File: config.mk
export PLATFORM = sky130hd
export DESIGN_NAME = mmio_fifo_ctrl_flat
export DESIGN_NICKNAME = d
export VERILOG_FILES = /design/src/rtl/mmio_fifo_ctrl_if.sv /design/src/rtl/mmio_fifo_ctrl.sv /design/src/flat_wrapper.sv
export SDC_FILE = /design/constraint.sdc
export NUM_CORES = 1
export LEC_CHECK = 0
export BUFFER_PORTS_ARGS = -buffer_cell sky130_fd_sc_hd__buf_2
export CAP_MARGIN = 10
export CELL_PAD_IN_SITES_DETAIL_PLACEMENT = 0
export CELL_PAD_IN_SITES_GLOBAL_PLACEMENT = 1
export CORE_MARGIN = 4
export CORE_UTILIZATION = 29
export CTS_CLUSTER_DIAMETER = 80
export DETAILED_ROUTE_END_ITERATION = 8
export PLACE_DENSITY = 0.76
export SYNTH_ARGS = -nofsm -noshare
export SYNTH_HDL_FRONTEND = slang
export SYNTH_SLANG_ARGS = --single-unit
File: constraint.sdc
create_clock -name clk -period 4.1 [get_ports clk]
set_input_delay 0.82 -clock clk [delete_from_list [all_inputs] [get_ports clk]]
set_output_delay 0.82 -clock clk [all_outputs]
set_load 0.02 [all_outputs]
File: src/rtl/mmio_fifo_ctrl_if.sv
// MMIO request/response bundle between the registered CCI-P Rx c0 decode
// and the Tx c2 response registers, as seen by the FIFO controller.
interface mmio_fifo_ctrl_if;
    // Write request (already registered upstream)
    logic        wr_valid;
    logic [15:0] wr_addr;
    logic [63:0] wr_data;
    // Read request (already registered upstream)
    logic        rd_valid;
    logic [15:0] rd_addr;
    logic [8:0]  rd_tid;
    // Read response, fixed latency
    logic        rsp_valid;
    logic [8:0]  rsp_tid;
    logic [63:0] rsp_data;

    // MMIO decode side: issues requests, receives responses
    modport master (
        output wr_valid, wr_addr, wr_data,
        output rd_valid, rd_addr, rd_tid,
        input  rsp_valid, rsp_tid, rsp_data
    );

    // Controller side
    modport slave (
        input  wr_valid, wr_addr, wr_data,
        input  rd_valid, rd_addr, rd_tid,
        output rsp_valid, rsp_tid, rsp_data
    );
endinterface

File: src/rtl/mmio_fifo_ctrl.sv
// MMIO-to-FIFO controller: DATA writes push, DATA reads pop, STATUS/CTRL
// registers, sticky overflow/underflow flags, and a two-stage read pipeline
// that answers every MMIO read exactly two cycles after it is sampled.
// DEPTH must lie in 2..255 so that occupancy fits the 8-bit count.
module mmio_fifo_ctrl #(
    parameter int          DEPTH       = 8,
    parameter logic [15:0] ADDR_DATA   = 16'h0020,
    parameter logic [15:0] ADDR_STATUS = 16'h0022,
    parameter logic [15:0] ADDR_CTRL   = 16'h0024
) (
    input  logic                clk,
    input  logic                rst,
    mmio_fifo_ctrl_if.slave     bus,
    output logic                fifo_wr_en,
    output logic [63:0]         fifo_wr_data,
    output logic                fifo_rd_en,
    input  logic [63:0]         fifo_rd_data,
    output logic                fifo_flush,
    output logic [7:0]          count,
    output logic                full,
    output logic                empty
);

    localparam logic [7:0] DEPTH_B = 8'(DEPTH);

    // What stage 2 drives onto rsp_data for a given read
    typedef enum logic [1:0] {
        SEL_ZERO,   // unmapped, CTRL, failed or suppressed pop
        SEL_SNAP,   // STATUS snapshot taken when the read was sampled
        SEL_FIFO    // head data returned by the FIFO one cycle after the pop
    } rsp_sel_e;

    // Decode and accept/reject decisions
    logic       wr_hit_data;
    logic       wr_hit_ctrl;
    logic       rd_hit_data;
    logic       rd_hit_status;
    logic       flush_req;
    logic       clear_req;
    logic       push_ok;
    logic       pop_ok;
    logic       overflow_evt;
    logic       underflow_evt;

    // Controller state and next-state
    logic       overflow;
    logic       underflow;
    logic [7:0] count_next;
    logic       overflow_next;
    logic       underflow_next;
    logic [63:0] status_word;
    rsp_sel_e   s1_sel_next;

    // Read pipeline stage 1
    logic       s1_valid;
    logic [8:0] s1_tid;
    rsp_sel_e   s1_sel;
    logic [63:0] s1_snap;

    // Read pipeline stage 2 (response registers)
    logic       rsp_valid_q;
    logic [8:0] rsp_tid_q;
    logic [63:0] rsp_data_q;

    assign full  = (count == DEPTH_B);
    assign empty = (count == 8'd0);

    // Decode the MMIO strobes, decide push/pop acceptance and compute next state
    always_comb begin
        // NOTE: every signal this block writes gets a default first, so no
        // path through the logic leaves one unassigned and infers a latch.
        wr_hit_data    = 1'b0;
        wr_hit_ctrl    = 1'b0;
        rd_hit_data    = 1'b0;
        rd_hit_status  = 1'b0;
        flush_req      = 1'b0;
        clear_req      = 1'b0;
        push_ok        = 1'b0;
        pop_ok         = 1'b0;
        overflow_evt   = 1'b0;
        underflow_evt  = 1'b0;
        count_next     = count;
        overflow_next  = overflow;
        underflow_next = underflow;
        status_word    = '0;
        s1_sel_next    = SEL_ZERO;

        wr_hit_data   = bus.wr_valid && (bus.wr_addr == ADDR_DATA);
        wr_hit_ctrl   = bus.wr_valid && (bus.wr_addr == ADDR_CTRL);
        rd_hit_data   = bus.rd_valid && (bus.rd_addr == ADDR_DATA);
        rd_hit_status = bus.rd_valid && (bus.rd_addr == ADDR_STATUS);

        flush_req = wr_hit_ctrl && bus.wr_data[1];
        clear_req = wr_hit_ctrl && bus.wr_data[0];

        // Acceptance uses pre-cycle full/empty: a same-cycle pop never makes
        // room for a push and a same-cycle push never feeds a pop. Flush wins
        // over both and suppresses their error events too.
        push_ok       = !rst && wr_hit_data && !full  && !flush_req;
        pop_ok        = !rst && rd_hit_data && !empty && !flush_req;
        overflow_evt  = wr_hit_data && full  && !flush_req;
        underflow_evt = rd_hit_data && empty && !flush_req;

        if (flush_req) begin
            count_next = 8'd0;
        end else begin
            case ({push_ok, pop_ok})
                2'b10:   count_next = count + 8'd1;
                2'b01:   count_next = count - 8'd1;
                default: count_next = count;
            endcase
        end

        // A fresh error event beats a same-cycle clear
        overflow_next  = overflow_evt  || (overflow  && !clear_req);
        underflow_next = underflow_evt || (underflow && !clear_req);

        status_word[7:0]   = count;
        status_word[8]     = empty;
        status_word[9]     = full;
        status_word[10]    = overflow;
        status_word[11]    = underflow;
        status_word[39:32] = DEPTH_B;

        if (pop_ok) begin
            s1_sel_next = SEL_FIFO;
        end else if (rd_hit_status) begin
            s1_sel_next = SEL_SNAP;
        end
    end

    assign fifo_wr_en   = push_ok;
    assign fifo_wr_data = bus.wr_data;
    assign fifo_rd_en   = pop_ok;

    // Occupancy, sticky error flags and the one-cycle flush pulse
    always_ff @(posedge clk or posedge rst) begin
        if (rst) begin
            count      <= 8'd0;
            overflow   <= 1'b0;
            underflow  <= 1'b0;
            fifo_flush <= 1'b0;
        end else begin
            // NOTE: non-blocking assignments make every register here update
            // from the same pre-edge values, independent of statement order.
            count      <= count_next;
            overflow   <= overflow_next;
            underflow  <= underflow_next;
            fifo_flush <= flush_req;
        end
    end

    // Stage 1: capture the read request, its response source and the STATUS snapshot
    always_ff @(posedge clk or posedge rst) begin
        if (rst) begin
            s1_valid <= 1'b0;
            s1_tid   <= '0;
            s1_sel   <= SEL_ZERO;
            s1_snap  <= '0;
        end else begin
            s1_valid <= bus.rd_valid;
            s1_tid   <= bus.rd_tid;
            s1_sel   <= s1_sel_next;
            s1_snap  <= status_word;
        end
    end

    // Stage 2: pick the response data, picking up FIFO head data one cycle after the pop
    always_ff @(posedge clk or posedge rst) begin
        if (rst) begin
            rsp_valid_q <= 1'b0;
            rsp_tid_q   <= '0;
            rsp_data_q  <= '0;
        end else begin
            rsp_valid_q <= s1_valid;
            rsp_tid_q   <= s1_tid;
            case (s1_sel)
                SEL_FIFO: rsp_data_q <= fifo_rd_data;
                SEL_SNAP: rsp_data_q <= s1_snap;
                default:  rsp_data_q <= '0;
            endcase
        end
    end

    assign bus.rsp_valid = rsp_valid_q;
    assign bus.rsp_tid   = rsp_tid_q;
    assign bus.rsp_data  = rsp_data_q;

endmodule

File: src/flat_wrapper.sv
// flat-port wrapper written by rule: the top's interface ports become plain ports
module mmio_fifo_ctrl_flat 
#(
    parameter int          DEPTH       = 8,
    parameter logic [15:0] ADDR_DATA   = 16'h0020,
    parameter logic [15:0] ADDR_STATUS = 16'h0022,
    parameter logic [15:0] ADDR_CTRL   = 16'h0024
)
  (clk, rst, fifo_wr_en, fifo_wr_data, fifo_rd_en, fifo_rd_data, fifo_flush, count, full, empty, bus_wr_valid, bus_wr_addr, bus_wr_data, bus_rd_valid, bus_rd_addr, bus_rd_tid, bus_rsp_valid, bus_rsp_tid, bus_rsp_data);
  mmio_fifo_ctrl_if bus_i ();
  input  logic clk;
  input  logic rst;
  output logic fifo_wr_en;
  output logic [63:0] fifo_wr_data;
  output logic fifo_rd_en;
  input  logic [63:0] fifo_rd_data;
  output logic fifo_flush;
  output logic [7:0] count;
  output logic full;
  output logic empty;
  input wire logic [$bits(bus_i.wr_valid)-1:0] bus_wr_valid;
  input wire logic [$bits(bus_i.wr_addr)-1:0] bus_wr_addr;
  input wire logic [$bits(bus_i.wr_data)-1:0] bus_wr_data;
  input wire logic [$bits(bus_i.rd_valid)-1:0] bus_rd_valid;
  input wire logic [$bits(bus_i.rd_addr)-1:0] bus_rd_addr;
  input wire logic [$bits(bus_i.rd_tid)-1:0] bus_rd_tid;
  output wire logic [$bits(bus_i.rsp_valid)-1:0] bus_rsp_valid;
  output wire logic [$bits(bus_i.rsp_tid)-1:0] bus_rsp_tid;
  output wire logic [$bits(bus_i.rsp_data)-1:0] bus_rsp_data;
  assign bus_i.wr_valid = bus_wr_valid;
  assign bus_i.wr_addr = bus_wr_addr;
  assign bus_i.wr_data = bus_wr_data;
  assign bus_i.rd_valid = bus_rd_valid;
  assign bus_i.rd_addr = bus_rd_addr;
  assign bus_i.rd_tid = bus_rd_tid;
  assign bus_rsp_valid = bus_i.rsp_valid;
  assign bus_rsp_tid = bus_i.rsp_tid;
  assign bus_rsp_data = bus_i.rsp_data;
  mmio_fifo_ctrl #(.DEPTH(DEPTH), .ADDR_DATA(ADDR_DATA), .ADDR_STATUS(ADDR_STATUS), .ADDR_CTRL(ADDR_CTRL)) u_core (.clk(clk), .rst(rst), .bus(bus_i), .fifo_wr_en(fifo_wr_en), .fifo_wr_data(fifo_wr_data), .fifo_rd_en(fifo_rd_en), .fifo_rd_data(fifo_rd_data), .fifo_flush(fifo_flush), .count(count), .full(full), .empty(empty));
endmodule
---- Word-level counts from Yosys, hierarchy flattened ----
Cells that the tools add are included.
Widths: inputs -> output; s select.
word-level totals
  bits in registers ....................... 110
  input port bits ......................... 173
  output and inout bits ................... 151
cells by class
  eq/ne operators ......................... 9
  multiplexer cells ....................... 5
  reductions and logical operators ........ 27
  add/subtract/negate cells ............... 2
operators by type and width
  operator             count
  $pmux 64 s2          1
  $eq 16x6->1 const B  4
  $logic_and 1x1->1    18
  $pmux 8 s2           1
  $add 8x1->8 const B  1
  $eq 8x4->1 const B   1
  $logic_not 8->1      1
  $mux 8               1
  $sub 8x1->8 const B  1
  $logic_not 1->1      5
  $eq 2x1->1 const B   2
  $eq 2x2->1 const B   2
  $reduce_bool 3->1    1
  $logic_or 1x1->1     2
  $mux 2               1
  $mux 1               1

---- Depth between registers and ports, before layout ----
Gate-level depths: netlist of run 1.
  depth in word-level cells ............... 8
  mapped depth ............................ 13

---- Worst setup path before layout of run 1 ----
Ideal clock, no wire load.
  path kind ............................... in2reg
  start point ............................. input port bus_wr_addr[5]
  end point ............................... register u_core.count[7]
  library setup time ...................... 86 ps
  slack ................................... 38 ps
  required time ........................... 4,014 ps
  arrival ................................. 3,976 ps
  cell stages on the path ................. 13
  path through ............................ nor4bb_1 > and3_1 > and4_1 > buf_6 > nor3_2 > nor3b_1 > ha_1 > ha_1 > o21ai_1 > nor3_1 > mux2_2 > o21a_1 > nor3_1
between the ends
  cells in the longest elaborated chain, start to end .. 8
RTL lines
  what                                      line                   RTL
  from (decl)                               flat_wrapper.sv:22     input wire logic [$bits(bus_i.wr_addr)-1:0] bus_wr_addr;
  $eq 16x6->1 *                             mmio_fifo_ctrl.sv:89   wr_hit_ctrl = bus.wr_valid && (bus.wr_addr == ADDR_CTRL);
  $logic_and 1x1->1 *                       mmio_fifo_ctrl.sv:89
  $logic_and 1x1->1 *                       mmio_fifo_ctrl.sv:93   flush_req = wr_hit_ctrl && bus.wr_data[1];
  via u_core.flush_req                      mmio_fifo_ctrl.sv:38   logic flush_req;
  $logic_not 1->1 *                         mmio_fifo_ctrl.sv:100  pop_ok = !rst && rd_hit_data && !empty && !flush_req;
  $logic_and 1x1->1 *                       mmio_fifo_ctrl.sv:100
  via fifo_rd_en                            flat_wrapper.sv:15     output logic fifo_rd_en;
  $eq 2x1->1 or $eq 2x2->1 (tied branches)  mmio_fifo_ctrl.sv:107  case ({push_ok, pop_ok})
  $pmux 8 s2                                mmio_fifo_ctrl.sv:107
  $mux 8                                    mmio_fifo_ctrl.sv:104  if (flush_req) begin
  to (signal assigned)                      mmio_fifo_ctrl.sv:146  count <= count_next;
  to (decl)                                 mmio_fifo_ctrl.sv:19   output logic [7:0] count,
The timed path passes the listed nets; every way through them passes the cells marked *.
A chain may end at the register's enable or synchronous reset.

---- Worst setup path in the final report of run 1 ----
  start point ............................. input port bus_wr_addr[5]
  end point ............................... register u_core.count[6]
between the ends
  cells in the longest elaborated chain, start to end .. 8
RTL lines
  what                                                  line
  $eq 16x6->1, on equally long branches                 mmio_fifo_ctrl.sv:89, mmio_fifo_ctrl.sv:88
  $logic_and 1x1->1, on equally long branches           mmio_fifo_ctrl.sv:89, mmio_fifo_ctrl.sv:88
  $logic_and 1x1->1, on equally long branches           mmio_fifo_ctrl.sv:93, mmio_fifo_ctrl.sv:99
  $logic_not 1->1 or $logic_and 1x1->1 (tied branches)  mmio_fifo_ctrl.sv:99, mmio_fifo_ctrl.sv:100
  $logic_and 1x1->1, on equally long branches           mmio_fifo_ctrl.sv:100, mmio_fifo_ctrl.sv:99
  $eq 2x1->1 or $eq 2x2->1 (tied branches)              mmio_fifo_ctrl.sv:107
  $pmux 8 s2                                            mmio_fifo_ctrl.sv:107
  $mux 8                                                mmio_fifo_ctrl.sv:104
Parallel ways exist; a longest one is shown, timed or not.

==> summary.md, run 1 <==
| Metric | Value |
|---|---|
| Outcome | finished clean |
| DR iter-0 viols | around 120 |
| Post-placement worst setup slack | 0.08757 ns |
| Reg2reg setup slack | 0.71 ns |
| Post-layout util | 37.17% |
| Overall power | 2.052 mW |
| Nets | roughly 680 |
| RSZ-0062 raised after global routing | false |
| Placer Congestion | between 0.7 and 0.8 |
| Post-Syn Instances | 360 |
| Post-Synthesis Mean Instance Area | 12.35 um^2 |
| DP HPWL | about 11 mm |
| GRT Util Overall | 15.08% |
| Class of the worst hold path | reg -> reg |
| DR WL/cell | around 19 um |
| Data required, critical path | 4.38 ns |
| Relative slew margins | a little under two fifths |
| Clock buffer depth | 2 |
| Drt pass-1 iters | 4 |
| Vias per cell | around 4.5 |
| R2R Path Start | u_core.count[0] |
| Peak supply drop | 185.6 uV |
| Vias in the first global route | 3202 |
| Distinct cell type count after synthesis | 45 |
| H-tree depth | 3 |
| CTS buffer count | 9 |
| # placed instances | 673 |
| Fraction of layout cells with a size suffix above 1 | 45.35% |
| DRC viols | 0 |
| Detail Route Antenna Nets | 0 |
| CTS sink cnt | 110 |
| Ys Warns | 0 |
| Max-cap violations | 0 |
| Reg2reg path depth | 10 |
| First-pass GRT wire length | 20.13 mm |
| Clk_skew | 0.006206 ns |
| Crit share post-route | between 80% and 90% |
| Synthesized net count | roughly 540 |
| CTS Hold Bufs | 0 |
| Slew Limit Fails | 0 |
| WL final | approximately 13 mm |
| DR vias | about 3000 |
| Sequential fraction of the synthesis area | approximately three fifths |
| PostCTS Resize Cnt | 0 |
| GRT overflow | 0 |
| Die area | 17370 um^2 |
| Fin cells | about 690 |
| Largest net degree at the start of global routing | 65 |
| Clk slew on worst S/H paths | 0.08 ns |
| Worst hold path startpoint | u_core.s1_tid[5] |
| Crit Path Class | in -> reg |
| Fmax achieved | 0.2714 GHz |
| Setup slack after layout | 0.4158 ns |
| Filler cell count | 1470 |
| Leakage power | 3.052 nW |
| Power per cell area | 374.1 nW/um^2 |
| CP Launch Point | bus_wr_addr[5] |
| CP max stage delay | roughly 0.50 ns |
| Crit start category | input port |
| Hold worst-path end | u_core.bus.rsp_tid[5] |
| Seq cells post-synth | 110 |
| PortBufs | 199 |
| Worst slew pin tran | 0.9246 ns |
| Root buf cell | clkbuf_16 |
| # setup viols final | 0 |
| Critical path data arrival time | 3.96 ns |
| # IOs | 324 |
| Setup tns final | 0 ns |
| Post-synthesis cell area | 4446 um^2 |
| Site Rows | 44 |
| Worst r2r dst | u_core.count[6] |
| Final Hold Viols | 0 |
| Overall die width | roughly 130 um |
| Antenna violations before repair | 0 |
| Initial Util | 30.13% |
| Worst path cell trace | buf_2, nor4bb_1, and3_1, and4_1, nor3_2, nor3b_1, ha_1, ha_1, a211oi_1, o21bai_1, a21oi_1, mux2i_1, and3_1 |
| CP Max Fanout | 11 |
| Number of diodes | 0 |
| Worst-Skew Late Latency | 0.34 ns |
| Slowest cell on crit path | ha_1 |
| Crit path time final | 3.684 ns |
| Worst hold stages | 0 |
| CTS tree | yes |
| Area delta synth->final | 23.36% |
| Die Y-Extent | about 130 um |
| Nature of the critical path endpoint | flip-flop |
| Core area | 14750 um^2 |
| Post-CTS setup buffer count | 0 |
## metal layers
metal,vias up,GRT usage (%),part of all wire [%]
met5,-,0,0
met2,223,27.79,54
li1,1407,-,-
met3,20,7.405,13
met4,0,3.909,1.2
met1,1423,15.15,32
## flip-flops by register name, indices dropped and copies added (netlist names)
name,count
u_core.bus.rsp_valid,1
u_core.fifo_flush,1
u_core.overflow,1
u_core.s1_tid,9
u_core.s1_sel,2
u_core.s1_snap,13
u_core.s1_valid,1
u_core.bus.rsp_tid,9
u_core.bus.rsp_data,64
u_core.count,8
u_core.underflow,1
## critical path, delay by kind of cell
family | cells | cell delay (ns)
buf+inv | 1 | 0.09
compound gates | 3 | 0.65
mux | 1 | 0.23
simple gates | 6 | 1.28
fa+ha+maj | 2 | 0.88
## cell type report
class | instances | area, um^2 | share of cell area (%)
Clock buffer | 10 | 239.0 | 4.358
Inverter | 6 | 25.02 | 0.4563
Multi-Input combinational cell | 169 | 1144 | 20.85
Timing Repair Buffer | 204 | 1033 | 18.85
Clock inverter | 6 | 60.06 | 1.095
Tap cell | 184 | 230.2 | 4.198
Sequential cell | 110 | 2753 | 50.19
## logic make-up after synthesis
| logic type | share of synthesized area [%] |
|---|---|
| other | 0.08435 |
| AO/OA/AOI/OAI | 6.136 |
| flip-flops | 61.92 |
| multiplexers | 0.9288 |
| buffers and inverters | 12.41 |
| adder cells (fa/ha/maj) | 2.983 |
| XOR/XNOR | 0.3941 |
| AND/OR/NAND/NOR | 15.14 |
## cell usage in the layout (no fill, tap or decap), types with 4 or more instances in the layout
cell,instances
buf_2,199
dfrtp_1,110
nor2_1,24
nor4_1,5
buf_4,5
inv_1,4
ha_1,8
nand2_1,6
clkbuf_16,9
and2_1,51
a22oi_1,13
a211oi_1,4
nor3_1,6
a21oi_1,6
and3_1,4
## metrics by stage
stage | hold WS [ns] | instance area, um^2
5_1_grt | 0.3559 | 5484
6_report | 0.3519 | 5484
3_5_place_dp | 0.3372 | 5185
2_1_floorplan | 0.3312 | 4446
4_1_cts | 0.3547 | 5484
3_3_place_gp | 0.3315 | 5185
## Yosys cell counts (all sizes together)
| cell type | instances | area, um^2 |
|---|---|---|
| a211o | 1 | 8.760 |
| a211oi | 5 | 42.54 |
| a21o | 3 | 22.52 |
| a21oi | 6 | 30.03 |
| a22o | 1 | 8.760 |
| a22oi | 13 | 97.59 |
| a31oi | 1 | 6.260 |
| and2 | 51 | 319.1 |
| and3 | 4 | 25.02 |
| and4 | 1 | 8.760 |
| buf | 66 | 495.5 |
| clkbuf | 9 | 33.78 |
| conb | 1 | 3.750 |
| dfrtp | 110 | 2753 |
| fa | 1 | 20.02 |
| ha | 9 | 112.6 |
| inv | 6 | 22.52 |
| mux2 | 1 | 11.26 |
| mux2i | 3 | 30.03 |
| nand2 | 6 | 22.52 |
| nand2b | 2 | 12.51 |
| nand3 | 1 | 5.000 |
| nand4 | 3 | 18.77 |
| nor2 | 24 | 90.09 |
| nor2b | 2 | 12.51 |
| nor3 | 7 | 40.04 |
| nor3b | 2 | 15.01 |
| nor4 | 7 | 73.82 |
| nor4bb | 1 | 10.01 |
| o211ai | 1 | 7.510 |
| o21a | 1 | 7.510 |
| o21ai | 4 | 20.01 |
| o21bai | 2 | 15.01 |
| o22ai | 1 | 6.260 |
| or3b | 1 | 8.760 |
| or4 | 1 | 11.26 |
| xnor2 | 1 | 8.760 |
| xor2 | 1 | 8.760 |
## power by group
group	internal (mW)	switching [mW]	total, mW	leakage (nW)
clock	0.448	0.412	0.859	0.149
combinational	0.0444	0.0506	0.0950	1.42
sequential	1.09	0.00313	1.10	1.48
total	1.59	0.465	2.05	3.05
## how the worst max path moves through the flow
stage,cells past startpoint,slack [ns],to
floorplan,13,0.04,u_core.count[7]
global placement,12,0.22,u_core.count[7]
detailed placement,12,0.09,u_core.count[6]
CTS,12,0.45,u_core.count[6]
global route,13,0.12,u_core.count[6]
finish,13,0.42,u_core.count[6]
Power figures use the tool's default switching activity.
==> inputs of run 2 (changes only) <==
==> constraint.sdc (replaced) <==
create_clock -name clk -period 4.1 [get_ports clk]
set_input_delay 0.615 -clock clk [delete_from_list [all_inputs] [get_ports clk]]
set_output_delay 0.615 -clock clk [all_outputs]
set_load 0.02 [all_outputs]
==> run 2 against run 1 <==
Compared with the run above: sequential power hardly changed; sequential share of layout area is 0.26 points higher; setup slack better by 0.28 ns; first-iteration DRC count is 15% higher; clock power is 5.5% lower; global-route usage is 0.36 points lower; largest cell class unchanged.
==> summary.md, run 2 (same netlist as run 1, synthesis figures left out) <==
| Metric | Value |
|---|---|
| Outcome | finished clean |
| Dpl cell area | between 5000 and 6000 um^2 |
| First-pass GRT wire length | 19.62 mm |
| CP bufs+invs | 1 |
| Final Hold Viols | 0 |
| R2R Path Start | u_core.count[0] |
| Slew Limit Fails | 0 |
| Filler cell count | about 1500 |
| Power per cell area | roughly 370 nW/um^2 |
| Worst hold stages | 0 |
| Clk slew on worst S/H paths | 0.07 ns |
| Crit Path Class | in -> reg |
| Relative slew margins | 32.53% |
| Core area | about 15000 um^2 |
| DR WL/cell | 19.13 um |
| Data required, critical path | about 4.4 ns |
| Max reg flops | 64 |
| PortBufs | 199 |
| Area delta synth->final | 22.71% |
| Nets | 682 |
| Worst hold path startpoint | u_core.s1_tid[5] |
| GRT Util Overall | 14.71% |
| Crit path time final | 3.401 ns |
| H-tree depth | 3 |
| Leakage power | between 3 and 4 nW |
| CP max stage delay | 0.49 ns |
| Worst r2r dst | u_core.count[6] |
| RSZ-0062 raised after global routing | false |
| Placer Congestion | around 0.80 |
| FF+latch area | 2753 um^2 |
| Clock buffer depth | 2 |
| CTS sink cnt | 110 |
| Crit share post-route | 82.95% |
| Fmax achieved | approximately 0.29 GHz |
| Vias per cell | 4.373 |
| # setup viols final | 0 |
| Slowest cell on crit path | ha_1 |
| DR vias | 3004 |
| Peak supply drop | 164.0 uV |
| Detail Route Antenna Nets | 0 |
| Reg2reg path depth | 10 |
| Reg2reg setup slack | 0.76 ns |
| Vias in the first global route | 3194 |
| Overall die width | approximately 130 um |
| Setup tns final | 0 ns |
| Largest net degree at the start of global routing | 83 |
| # IOs | 324 |
| Worst-Skew Late Latency | ~0.34 ns |
| CTS tree | yes |
| Critical path data arrival time | 3.68 ns |
| WL final | 13.14 mm |
| DR iter-0 viols | 133 |
| Class of the worst hold path | reg -> reg |
| Die area | 17370 um^2 |
| CP Max Fanout | 11 |
| DRC viols | 0 |
| Max-cap violations | 0 |
| Site Rows | 44 |
| Clk_skew | roughly 0.009 ns |
| Drt pass-1 iters | 5 |
| Setup slack after layout | 0.6990 ns |
| Post-placement worst setup slack | 0.3171 ns |
| CP top delay family | simple AND/OR/NAND/NOR gates |
| CTS buffer count | 9 |
| Hold worst-path end | u_core.bus.rsp_tid[5] |
| CTS Hold Bufs | 0 |
| DP HPWL | 10.80 mm |
| GRT overflow | 0 |
| PostCTS Resize Cnt | 0 |
| Nature of the critical path endpoint | flip-flop |
| Initial Util | around 30% |
| Antenna violations before repair | 0 |
| Area of the multi-input gates | 1144 um^2 |
| Root buf cell | clkbuf_16 |
| Final instance area | 5455 um^2 |
| Worst path cell trace | buf_2, nor4bb_1, and3_1, and4_1, nor3_2, nor3b_1, ha_1, ha_1, a211oi_1, o21bai_1, a21oi_1, mux2i_1, and3_1 |
| Commonest non-fill, non-tap cell in the layout | buf_2 |
| Die Y-Extent | approximately 130 um |
| Crit start category | input port |
| Worst slew pin tran | just over 1 ns |
| Number of diodes | 0 |
| Post-CTS setup buffer count | 0 |
| Fraction of layout cells with a size suffix above 1 | 45.13% |
| Most frequent cells in the layout | buf_2, dfrtp_1, and2_1 |
==> run 2: cell types whose count changed in the layout (fill, tap and decap cells not counted) <==
cell,previous run,this run
buf_4,5,4
clkbuf_8,1,0
inv_8,3,0
inv_6,2,3
clkinv_4,1,3
==> run 2: final cells by class <==
type	instances	share of cell area, %
Tap cell	184	4.220
Multi-Input combinational cell	169	20.96
Sequential cell	110	50.46
Inverter	6	0.4587
Clock buffer	9	4.128
Clock inverter	6	0.9633
Timing Repair Buffer	203	18.81
==> run 2: worst max path at each step <==
stage	from	to	slack (ns)	depth (start not counted)
after floorplan	bus_wr_addr[5]	u_core.count[7]	0.24	13
after global placement	bus_wr_addr[6]	u_core.count[7]	0.41	12
after detailed placement	bus_wr_addr[5]	u_core.count[6]	0.32	13
after CTS	bus_wr_addr[5]	u_core.count[6]	0.69	13
after global routing	bus_wr_addr[5]	u_core.count[7]	0.35	13
final	bus_wr_addr[5]	u_core.count[6]	0.70	13
==> run 2: through the flow <==
step                      instances  util, %  hold WS (ns)  total power, mW
final                           687    36.97        0.3512            2.004
after global routing            687    36.97        0.3616            2.090
after CTS                       687    36.97        0.3519            2.031
after detailed placement        672    35.09        0.3347            1.216
after global placement          672    35.09        0.3313            1.213
after floorplan                 360        -        0.3312            1.236
==> run 2: layer usage <==
layer / GRT usage (%) / vias up / share of wire (%)
met5: 0 / - / 0
met4: 3.384 / 0 / 1.1
met3: 7.061 / 18 / 12
met2: 26.85 / 206 / 52
met1: 15.31 / 1378 / 35
li1: - / 1402 / -
==> run 2: power by group <==
| part | internal [mW] | total, mW | leakage [nW] | switching, mW |
|---|---|---|---|---|
| registers | 1.09 | 1.10 | 1.48 | 0.00283 |
| logic | 0.0443 | 0.0945 | 1.41 | 0.0502 |
| clock network | 0.419 | 0.812 | 0.137 | 0.394 |
| total | 1.56 | 2.00 | 3.04 | 0.447 |
==> inputs of run 3 (changes only) <==
--- a/config.mk
+++ b/config.mk
@@ -5,6 +5,7 @@
 export SDC_FILE = /design/constraint.sdc
 export NUM_CORES = 1
 export LEC_CHECK = 0
+export ABC_AREA = 1
 export BUFFER_PORTS_ARGS = -buffer_cell sky130_fd_sc_hd__buf_2
 export CAP_MARGIN = 10
 export CELL_PAD_IN_SITES_DETAIL_PLACEMENT = 0
@@ -13,7 +14,7 @@
 export CORE_UTILIZATION = 29
 export CTS_CLUSTER_DIAMETER = 80
 export DETAILED_ROUTE_END_ITERATION = 8
-export PLACE_DENSITY = 0.76
+export PLACE_DENSITY = 0.77
 export SYNTH_ARGS = -nofsm -noshare
 export SYNTH_HDL_FRONTEND = slang
 export SYNTH_SLANG_ARGS = --single-unit
==> constraint.sdc (replaced) <==
create_clock -name clk -period 3.31 [get_ports clk]
set_input_delay 0.4965 -clock clk [delete_from_list [all_inputs] [get_ports clk]]
set_output_delay 0.4965 -clock clk [all_outputs]
set_load 0.02 [all_outputs]
==> run 3 against run 2 <==
Compared with the run above: register-to-register slack improved by 0.17 ns; highest routed layer unchanged; critical endpoint is now u_core.count[7]; critical path depth grew 1; final cell count is 22% higher; clock skew about the same; area after synthesis grew 4.5%; count of clock-buffer cells in the layout unchanged; sequential power rose by 24%; die area up 4.2%; worst hold slack got worse by 0.093 ns; setup slack improved by 0.23 ns.
==> summary.md, run 3 <==
| Metric | Value |
|---|---|
| Nature of the critical path endpoint | flip-flop |
| Drt pass-1 iters | 4 |
| Nets | between 800 and 900 |
| Area delta synth->final | 23.86% |
| RSZ-0062 raised after global routing | false |
| Worst-Skew Late Latency | 0.34 ns |
| Root buf cell | clkbuf_16 |
| Slew Limit Fails | 0 |
| PostCTS Resize Cnt | 0 |
| Top cell type's share of synthesized area | 59.25% |
| EDFF count, synth | 0 |
| Worst hold path startpoint | bus_rd_tid[2] |
| CP Max Fanout | 8 |
| Sequential fraction of the synthesis area | between 50% and 60% |
| Data required, critical path | roughly 3.6 ns |
| Clock group share of total power | a little over two fifths |
| Clk slew on worst S/H paths | 0.07 ns |
| Peak supply drop | 207.3 uV |
| Sequential group share of total power | between 50% and 60% |
| Outcome | finished clean |
| Die area | about 18000 um^2 |
| Final Hold Viols | 0 |
| Fin cells | approximately 840 |
| CP Launch Point | u_core.count[0] |
| # placed instances | ~830 |
| Vias per cell | about 3.8 |
| PortBufs | approximately 200 |
| Relative slew margins | 52.81% |
| Fmax achieved | roughly 0.42 GHz |
| Max reg flops | between 60 and 70 |
| Crit start category | flip-flop |
| Largest net degree at the start of global routing | 65 |
| Most frequent cells in the layout | buf_2, nand2_1, dfrtp_1 |
| Site Rows | 46 |
| CTS buffer count | 9 |
| CTS sink cnt | 110 |
| Synthesized net count | approximately 670 |
| Post-Syn Instances | between 400 and 500 |
| Commonest cells post-synth | nand2_1, dfrtp_1, inv_1, buf_4, nor2_1 |
| Detail Route Antenna Nets | 0 |
| Cell with the most instances after synthesis | nand2_1 |
| Number of diodes | 0 |
| Power per cell area | 443.4 nW/um^2 |
| Ys flop type | dfrtp_1 |
| DR iter-0 viols | 139 |
| Crit Path Class | reg -> reg |
| Post-CTS setup buffer count | 0 |
| Seq cells post-synth | between 100 and 150 |
| Class of the worst hold path | in -> reg |
| # IOs | roughly 320 |
| Sw power | 0.5491 mW |
| Combinational power share | 4.9% |
| Fraction of layout cells with a size suffix above 1 | 38.08% |
| Commonest non-fill, non-tap cell in the layout | buf_2 |
| GRT Util Overall | 13.73% |
| Clk_skew | 0.009104 ns |
| Switching Fraction | 21.52% |
| DR WL/cell | 15.16 um |
| Clock buffer depth | 2 |
| R2R Path Start | u_core.count[0] |
| Setup tns final | 0 ns |
| Setup slack after layout | ~0.93 ns |
| Antenna violations before repair | 0 |
| Area leader, netlist | dfrtp_1 |
| Max-cap violations | 0 |
| Post-synthesis cell area | 4646 um^2 |
| Critical path data arrival time | 2.64 ns |
| GRT overflow | 0 |
| CTS Hold Bufs | 0 |
| Overall die width | around 130 um |
| Worst slew pin tran | 0.7078 ns |
| Post-placement worst setup slack | 0.6585 ns |
| WL final | 12.75 mm |
| Distinct cell type count after synthesis | 28 |
| CTS tree | yes |
| Crit path time final | 2.378 ns |
| Cell-internal power | 2.002 mW |
| Core area | 15770 um^2 |
| Leakage power | 3.569 nW |
| Crit share post-route | between 70% and 80% |
| DRC viols | 0 |
| Vias in the first global route | roughly 3300 |
| H-tree depth | 3 |
| First-pass GRT wire length | ~19 mm |
| Top post-synthesis cells by area | dfrtp_1, buf_4, nand2_1 |
| Asr flop ratio synth | 100.0% |
| DR vias | approximately 3200 |
| Die Y-Extent | 134.6 um |
| Ys Warns | 0 |
| # setup viols final | 0 |
| DP HPWL | 10.39 mm |
| Post-Synthesis Mean Instance Area | 9.638 um^2 |
| Initial Util | slightly below 30% |
| Placer Congestion | 0.8108 |
[run 3: path summary, 6_finish.rpt]
check                                          end  slack [ns]  cells past startpoint
max in group asynchronous  u_core.bus.rsp_data[18]        1.74                      4
min reg2reg                  u_core.bus.rsp_tid[8]        0.35                      0
max reg2reg                        u_core.count[7]        0.93                     14
min in group asynchronous         u_core.s1_sel[0]        0.39                      3
min                               u_core.s1_tid[2]        0.26                      1
max                                u_core.count[7]        0.93                     14
[run 3: cell families after synthesis]
logic type	after synthesis	synth area share, %
AOI/OAI and AO/OA	22	2.424
xor gates and xnor gates	2	0.3771
adders and majority gates	10	2.855
buffers and inverters	155	17.94
DFF	110	59.25
other	1	0.08072
and+or+nand+nor	182	17.08
[run 3: power by group through the flow]
stage                     Combinational, mW  Sequential [mW]  Clock [mW]
after floorplan                       0.145             1.39           0
after global placement                0.128             1.38           0
after detailed placement              0.128             1.39           0
after CTS                             0.128             1.36        1.11
after global routing                  0.141             1.36        1.17
final                                 0.124             1.36        1.07
[run 3: layout make-up]
type / count / area [um^2]
clock buffer: 9 / 225.2
fill: 1663 / 10020
clock inverter: 6 / 70.07
multi-input combinational: 217 / 1110
timing repair buffer: 202 / 1018
tap: 216 / 270.3
sequential: 110 / 2753
inverter: 81 / 307.8
[run 3: per-layer routing]
metal	up-vias	global-route usage [%]	share of wire, %
met5	-	0	0
met4	0	3.903	1.4
li1	1628	-	-
met2	176	25.14	52
met1	1410	14.01	34
met3	21	6.371	13
[run 3: worst max-delay path: stages (launching register included)]
cell,delay (ns)
dfrtp_1,0.48
inv_1,0.09
nand2_1,0.08
nor3_2,0.30
nor2_1,0.09
nand2_2,0.12
ha_4,0.22
ha_1,0.29
nand2_1,0.12
inv_1,0.04
a21oi_1,0.18
nand2_1,0.07
nand2_1,0.06
nand2_1,0.05
a21oi_1,0.12
[run 3: stage by stage]
step | hold slack [ns] | utilization (%) | area, um^2 | power, mW
after floorplan | 0.3312 | - | 4697 | 1.538
after global placement | 0.3319 | 34.62 | 5459 | 1.512
after detailed placement | 0.3362 | 34.62 | 5459 | 1.514
after CTS | 0.2445 | 36.49 | 5754 | 2.595
after global routing | 0.2403 | 36.49 | 5754 | 2.671
final | 0.2585 | 36.49 | 5754 | 2.551
